## config.mk

```make
export PLATFORM = sky130hd
export DESIGN_NAME = kara34_seq
export DESIGN_NICKNAME = d
export VERILOG_FILES = /design/src/rtl/kara_pkg.sv /design/src/rtl/kara_combine.sv /design/src/rtl/kara34_seq.sv
export SDC_FILE = /design/constraint.sdc
export NUM_CORES = 1
export LEC_CHECK = 0
export BUFFER_PORTS_ARGS = -buffer_cell sky130_fd_sc_hd__buf_2
export CAP_MARGIN = 0
export CORE_MARGIN = 2
export CORE_UTILIZATION = 55
export DETAILED_ROUTE_END_ITERATION = 6
export HOLD_SLACK_MARGIN = 0.12
export PLACE_DENSITY = 0.84
export SKIP_CTS_REPAIR_TIMING = 1
export SLEW_MARGIN = 10
export SYNTH_ARGS = -nofsm -noshare
export SYNTH_HDL_FRONTEND = slang
export SYNTH_SLANG_ARGS = --single-unit
```

## constraint.sdc

```tcl
create_clock -name clk -period 26.2 [get_ports clk]
set_clock_uncertainty 0.05 [all_clocks]
set_input_delay 2.62 -clock clk [delete_from_list [all_inputs] [get_ports clk]]
set_output_delay 2.62 -clock clk [all_outputs]
set_load 0.01 [all_outputs]
```

## src/rtl/kara_pkg.sv

```systemverilog
// Shared types for the Karatsuba multiplier levels.
// Default widths, FSM state encoding and leaf call index.
package kara_pkg;

  localparam int KARA_HALF_W = 17;
  localparam int KARA_LEAF_W = 18;

  typedef enum logic [2:0] {
    IDLE,
    CALL,
    RELEASE,
    COMBINE,
    DONE
  } kara_state_e;

  typedef logic [1:0] call_idx_t;

endpackage

```

## src/rtl/kara_combine.sv

```systemverilog
// Karatsuba recombination of the three leaf partials.
// P = z2<<2H + (zm-z2-z0)<<H + z0.
module kara_combine #(
  parameter int HALF_W = kara_pkg::KARA_HALF_W,
  parameter int LEAF_W = kara_pkg::KARA_LEAF_W
) (
  input  logic [2*LEAF_W-1:0] z0_i,
  input  logic [2*LEAF_W-1:0] z2_i,
  input  logic [2*LEAF_W-1:0] zm_i,
  output logic [4*HALF_W-1:0] p_o
);

  localparam int PW = 4 * HALF_W;
  localparam int ZW = 2 * LEAF_W;

  logic [ZW-1:0] z1;

  // zm >= z2 + z0 always, so the subtraction never wraps
  assign z1 = zm_i - z2_i - z0_i;

  assign p_o = (PW'(z2_i) << (2 * HALF_W))
             + (PW'(z1) << HALF_W)
             + PW'(z0_i);

endmodule

```

## src/rtl/kara34_seq.sv

```systemverilog
// 34x34 unsigned multiplier: one Karatsuba level over an external
// 18x18 leaf, driven through a start/done level handshake.
module kara34_seq
  import kara_pkg::*;
#(
  parameter int HALF_W = KARA_HALF_W,
  parameter int LEAF_W = KARA_LEAF_W
) (
  input  logic                clk,
  input  logic                rst,
  input  logic                start,
  input  logic [2*HALF_W-1:0] A,
  input  logic [2*HALF_W-1:0] B,
  output logic                done,
  output logic [4*HALF_W-1:0] P,
  output logic                m_start,
  output logic [LEAF_W-1:0]   m_a,
  output logic [LEAF_W-1:0]   m_b,
  input  logic                m_done,
  input  logic [2*LEAF_W-1:0] m_p
);

  localparam int OPW = 2 * HALF_W;
  localparam int PW  = 4 * HALF_W;
  localparam int ZW  = 2 * LEAF_W;

  kara_state_e       state_q, state_d;
  call_idx_t         idx_q, idx_d;
  logic [OPW-1:0]    a_q, a_d, b_q, b_d;
  logic [ZW-1:0]     z0_q, z0_d, z2_q, z2_d, zm_q, zm_d;
  logic [PW-1:0]     p_q, p_d, p_comb;
  logic              done_q, done_d;
  logic              ms_q, ms_d;
  logic [LEAF_W-1:0] ma_q, ma_d, mb_q, mb_d;

  // Leaf operand for call i: low half, high half, or half-sum
  function automatic logic [LEAF_W-1:0] opnd(
    input call_idx_t      i,
    input logic [OPW-1:0] x
  );
    logic [HALF_W:0] s;
    s = {1'b0, x[OPW-1:HALF_W]} + {1'b0, x[HALF_W-1:0]};
    if (i == 2'd0)      opnd = LEAF_W'(x[HALF_W-1:0]);
    else if (i == 2'd1) opnd = LEAF_W'(x[OPW-1:HALF_W]);
    else                opnd = LEAF_W'(s);
  endfunction

  kara_combine #(
    .HALF_W(HALF_W),
    .LEAF_W(LEAF_W)
  ) u_combine (
    .z0_i(z0_q),
    .z2_i(z2_q),
    .zm_i(zm_q),
    .p_o (p_comb)
  );

  always_ff @(posedge clk or posedge rst) begin
    if (rst) begin
      state_q <= IDLE;
      idx_q   <= '0;
      a_q     <= '0;
      b_q     <= '0;
      z0_q    <= '0;
      z2_q    <= '0;
      zm_q    <= '0;
      p_q     <= '0;
      done_q  <= 1'b0;
      ms_q    <= 1'b0;
      ma_q    <= '0;
      mb_q    <= '0;
    end else begin
      state_q <= state_d;
      idx_q   <= idx_d;
      a_q     <= a_d;
      b_q     <= b_d;
      z0_q    <= z0_d;
      z2_q    <= z2_d;
      zm_q    <= zm_d;
      p_q     <= p_d;
      done_q  <= done_d;
      ms_q    <= ms_d;
      ma_q    <= ma_d;
      mb_q    <= mb_d;
    end
  end

  always_comb begin
    state_d = state_q;
    idx_d   = idx_q;
    a_d     = a_q;
    b_d     = b_q;
    z0_d    = z0_q;
    z2_d    = z2_q;
    zm_d    = zm_q;
    p_d     = p_q;
    done_d  = done_q;
    ms_d    = ms_q;
    ma_d    = ma_q;
    mb_d    = mb_q;
    unique case (state_q)
      IDLE: begin
        if (start) begin
          a_d     = A;
          b_d     = B;
          idx_d   = 2'd0;
          ma_d    = opnd(2'd0, A);
          mb_d    = opnd(2'd0, B);
          ms_d    = 1'b1;
          state_d = CALL;
        end
      end
      CALL: begin
        if (m_done) begin
          if (idx_q == 2'd0)      z0_d = m_p;
          else if (idx_q == 2'd1) z2_d = m_p;
          else                    zm_d = m_p;
          ms_d    = 1'b0;
          state_d = RELEASE;
        end
      end
      RELEASE: begin
        // wait for the leaf to drop done before the next request
        if (!m_done) begin
          if (idx_q == 2'd2) begin
            state_d = COMBINE;
          end else begin
            idx_d   = idx_q + 2'd1;
            ma_d    = opnd(idx_q + 2'd1, a_q);
            mb_d    = opnd(idx_q + 2'd1, b_q);
            ms_d    = 1'b1;
            state_d = CALL;
          end
        end
      end
      COMBINE: begin
        p_d     = p_comb;
        done_d  = 1'b1;
        state_d = DONE;
      end
      DONE: begin
        if (!start) begin
          done_d  = 1'b0;
          state_d = IDLE;
        end
      end
      default: state_d = IDLE;
    endcase
  end

  assign done    = done_q;
  assign P       = p_q;
  assign m_start = ms_q;
  assign m_a     = ma_q;
  assign m_b     = mb_q;

endmodule

```

## Yosys cells after proc, flatten, opt, wreduce, memory -nomap -nowiden

Cells that the tools add are included.
W data, S select, Z words.

| operators by class | value |
|---|---|
| reduce and logical (&&, ||, !) cells | 14 |
| equal/unequal tests | 12 |
| $add $sub $neg | 7 |
| bitwise gates (word level) | 2 |
| mux-type cells | 29 |

Operators by type and width:

| operator | count |
|---|---|
| $mux W18 | 10 |
| $pmux W18 S2 | 2 |
| $sub A36 B36 Y36 | 2 |
| $add A68 B36 Y68 | 1 |
| $add A68 B53 Y68 | 1 |
| $add A17 B17 Y18 | 2 |
| $reduce_and A4 Y1 | 4 |
| $pmux W3 S5 | 1 |
| $mux W3 | 4 |
| $ne A2 B2 Y1 const B | 5 |
| $mux W2 | 4 |
| $eq A3 B2 Y1 const B | 2 |
| $mux W1 | 5 |
| $reduce_and A5 Y1 | 1 |
| $eq A2 B1 Y1 const B | 2 |
| $logic_not A2 Y1 | 2 |
| $pmux W2 S2 | 1 |
| $reduce_and A2 Y1 | 2 |
| $reduce_bool A2 Y1 | 2 |
| $eq A3 B1 Y1 const B | 1 |
| $eq A3 B3 Y1 const B | 1 |
| $logic_not A3 Y1 | 1 |
| $pmux W1 S3 | 1 |
| $reduce_and A3 Y1 | 1 |
| 5 further kinds | 6 |

| storage, ports and cells | value |
|---|---|
| register bits | 287 |
| input port bits | 108 |
| output and inout port bits | 106 |

## Depth between registers and ports, before layout

| logic depth | value |
|---|---|
| depth in word-level cells | 7 |
| gate-level depth with buffers | 28 |

## By module

Synthesis repeated with hierarchy kept, for this count alone.

| unflattened totals | value |
|---|---|
| cell total of the unflattened synthesis | 1794 |
| area total of the unflattened synthesis | 18869.3 um^2 |

By module, submodules not included:

| module | sequential area each (um^2) | instances | area each (um^2) | cells each |
|---|---|---|---|---|
| kara34_seq | 7181.9 | 1 | 13155.1 | 1048 |
| kara_combine | 0.0 | 1 | 5714.2 | 746 |

## Worst setup path after synthesis

Ideal clock, no wire load.

| timing path | value |
|---|---|
| kind | register -> register |
| start | reg z0_q[0] |
| end | reg p_q[58], in the netlist P[58] |
| arrival time | 5.614 ns |
| cell stages (with the launch flop) | 27 |
| path slack | 20.467 ns |
| library setup time | 0.069 ns |
| path buffers | 0 |
| cells stage by stage | dfrtp_1 -> fa_1 -> ha_1 -> nor2_1 -> fa_1 -> nor2b_1 -> o21ai_1 -> a21o_1 -> a211oi_1 -> o311ai_0 -> a21oi_1 -> o21a_1 -> o21ai_0 -> nand2b_1 -> xor2_1 -> ha_1 -> ha_1 -> nand2_1 -> o21ai_1 -> a211oi_1 -> o31ai_1 -> a21oi_2 -> o31a_1 -> o31ai_4 -> a31oi_4 -> or4_1 -> nand3_1 |

| between the ends | value |
|---|---|
| cells in the longest elaborated chain, start to end | 3 |

RTL lines:

| what | RTL line | source |
|---|---|---|
| from (decl) | kara34_seq.sv:30 | `logic [ZW-1:0] z0_q, z0_d, z2_q, z2_d, zm_q, zm_d;` |
| from (signal assigned) | kara34_seq.sv:77 | `z0_q <= z0_d;` |
| $sub A36 B36 Y36 | kara_combine.sv:19 | `assign z1 = zm_i - z2_i - z0_i;` |
| $add A68 B53 Y68 | kara_combine.sv:22 | `+ (PW'(z1) << HALF_W)` |
| $add A68 B36 Y68 * | kara_combine.sv:23 | `+ PW'(z0_i);` |
| to (signal assigned) | kara34_seq.sv:80 | `p_q <= p_d;` |
| to (decl) | kara34_seq.sv:31 | `logic [PW-1:0] p_q, p_d, p_comb;` |

Every way passes the cells marked *; elsewhere a longest branch is shown, timed or not.
A chain may end at the register's enable or synchronous reset.

## Worst setup path after layout

| timing path | value |
|---|---|
| start | reg z0_q[0] |
| end | reg p_q[57], in the netlist P[57] |

Same word-level chain as after synthesis.

==> results.cfg <==
[run_status]
status = complete, no violations

[placed_design]
dp_slack_ps = 19840
portBuffers = 213
place_inst = 2403
hpwlAfterDp_mm = 35.5
gp_congestion = 0.944

[cells_and_area]
fin_util = 0.645
fin_nets = 2290
seq_area_um2 = 7180
fin_cells = 2465
multi_input_area_um2 = 10400
layout-drive-gt1-share = 0.242
diodes = 0
n_fill_cell = 2561
syn2layout_area_growth_pct = 15.2

[die]
fp-row-count = 66
die_w_um = 186
fp.coreArea_um2 = 32500
initial_core_util = 0.560
io_pins = 214
die_h_um = 186
die_area_um2 = 34600

[setup_path]
endpoint_kind = register
crit_required_ps = 26520
cp-endpoint = P[57]
r2r-end = P[57]
critPathLaunch = z0_q[0]
crit_slowest_cell = fa_1
path_cells = fa_1 > ha_1 > nor2_1 > fa_1 > nor2b_1 > o21ai_1 > a21o_1 > a211oi_1 > o311ai_0 > a21oi_1 > o21a_1 > nor2_1 > fa_1 > ha_1 > nand2_1 > nor4_1 > a221oi_1 > a21oi_1 > o31ai_1 > o31ai_4 > a2111oi_4 > nor4_1 > xnor2_1 > o21ai_1
cpMostUsedCell = fa_1
crit_path_max_fanout = 7
path_class = register to register
cp-start-kind = register
max_stage_delay_ps = 570
rr_startpoint = z0_q[0]
r2r_slack_ps = 19730
r2r_cells = 24
crit_arrival_ps = 6790

[global_route]
first_global_vias = 14600
antenna_found_initial = 4
track_usage = 0.280
grt_max_degree = 139
grt_pass1_wl_mm = 76.5
grt_overflow_total = 0

[sta]
worst_slew_pin_slew_ps = 1050
slew_headroom = 0.299
min_period_over_period = 0.247
timing.final.hold_violations = 0
fin_ws_ps = 19730
max_freq_ghz = 0.155
drv_slew = 0
fin_crit_ps = 6470
rsz0062_at_grt = false
setup_violations = 0
setup_tns_ps = 0

[clocking]
tritoncts = done
ctsHtreeMaxLevel = 2
cts.path.max_buffers = 3
clockRootBuffer = clkbuf_16
clk_latency_ps = 520
cts_made_buffers = 34
path_clk_slew_ps = 60
cts.sinks = 287

[routing]
drtIter0Drc = 1066
drc = 0
avgViaCountPerCell = 5.93
wl_per_cell_um = 19.6
dr.pass1.iters = 5
num_vias = 14600
drtAntennaViolNets = 0
wirelength_mm = 48.2

[synth]
synth_edf_count = 0
postSynthCellCount = 1802
syn-cell-area_um2 = 18200
async_flop_share = 1.00
syn_nets = 2095
synth_most_common_cell = dfrtp_1
ys_warn_count = 0
yosysTopAreaCell = dfrtp_1
synth_cell_types = 70
synth_area_leaders = dfrtp_1 39%, mux2_2 11%, ha_1 10%, fa_1 4.4%, o21ai_0 3.7%
ys_ff_latch = 287
ys_seq_area_frac = 0.394
synth_commonest_cells = 287 x dfrtp_1, 178 x mux2_2, 165 x nand2_1, 145 x ha_1, 135 x o21ai_0
syn_avg_cell_area_um2 = 10.1
synthDominantCellAreaShare = 0.394
ys.flop_type = dfrtp_1

[hold_path]
hold_start = P[21]
hp-class = register to register

[run]
maxCapViolCount = 0
## area by class of cell
| cell class | instances | share of cell area |
|---|---|---|
| clock inverters | 19 | 0.0151 |
| repair buffers | 227 | 0.0558 |
| inverters | 115 | 0.0209 |
| clock buffers | 43 | 0.0455 |
| well taps | 442 | 0.0263 |
| flip-flops and latches | 287 | 0.342 |
| multi-input cells | 1332 | 0.494 |
## flip-flops by register name, indices dropped and copies added, names as in the netlist, 18 cells and up
register and count:
a_q 34, b_q 34, m_a 18, z0_q 36, z2_q 36, zm_q 36
P 68, m_b 18
## per-stage QoR
stage | cell area [um2] | hold slack [ps]
floorplan | 18200 | 429
global placement | 19700 | 406
detailed placement | 19700 | 415
CTS | 21000 | 429
global route | 21000 | 448
finish | 21000 | 424
## metal layers
layer | global-route usage | wire (um) | vias up
met5 | 0 | 63 | -
met4 | 0.0954 | 1520 | 8
met3 | 0.0446 | 3090 | 100
met2 | 0.479 | 23400 | 562
met1 | 0.363 | 20200 | 7156
li1 | - | - | 6796
## worst max-delay path, delay by kind of cell (launching register included)
kind            cells  cell delay (ps)
flops               1              410
fa+ha+maj           5             1980
simple gates        6              670
compound gates     12             3030
xor+xnor            1              190
## cell families after synthesis
logic type	Yosys count	synth area share
XOR/XNOR	100	0.0481
flip-flops	287	0.394
AO/OA/AOI/OAI	464	0.161
buffers and inverters	183	0.0378
adder cells (fa/ha/maj)	185	0.144
AND/OR/NAND/NOR	397	0.101
multiplexers	186	0.114
## worst min-delay path by stage
stage | cells past startpoint | slack, ps | end
3_5_place_dp | 2 | 420 | P[40]
3_3_place_gp | 2 | 410 | P[44]
4_1_cts | 2 | 430 | P[40]
5_1_grt | 2 | 450 | P[53]
2_1_floorplan | 1 | 430 | z0_q[10]
6_report | 2 | 420 | P[21]
## layout by cell type, fill, tap and decap left out, types with 16 or more instances in the layout
cell and n:
o21ai_0 135, buf_2 213, nand3_1 24, clkbuf_16 35, o21a_1 17, a21oi_1 122
nor2_1 90, nand2b_1 17, xor2_1 34, nand2_1 164, mux2_2 178, xnor2_1 66
a21o_1 34, o211ai_1 25, inv_1 114, dfrtp_1 287, o21ai_1 16, ha_1 144
fa_1 40
Power is not shown: default switching activity piles up to over one toggle a cycle in this logic, so the estimate is an artifact.
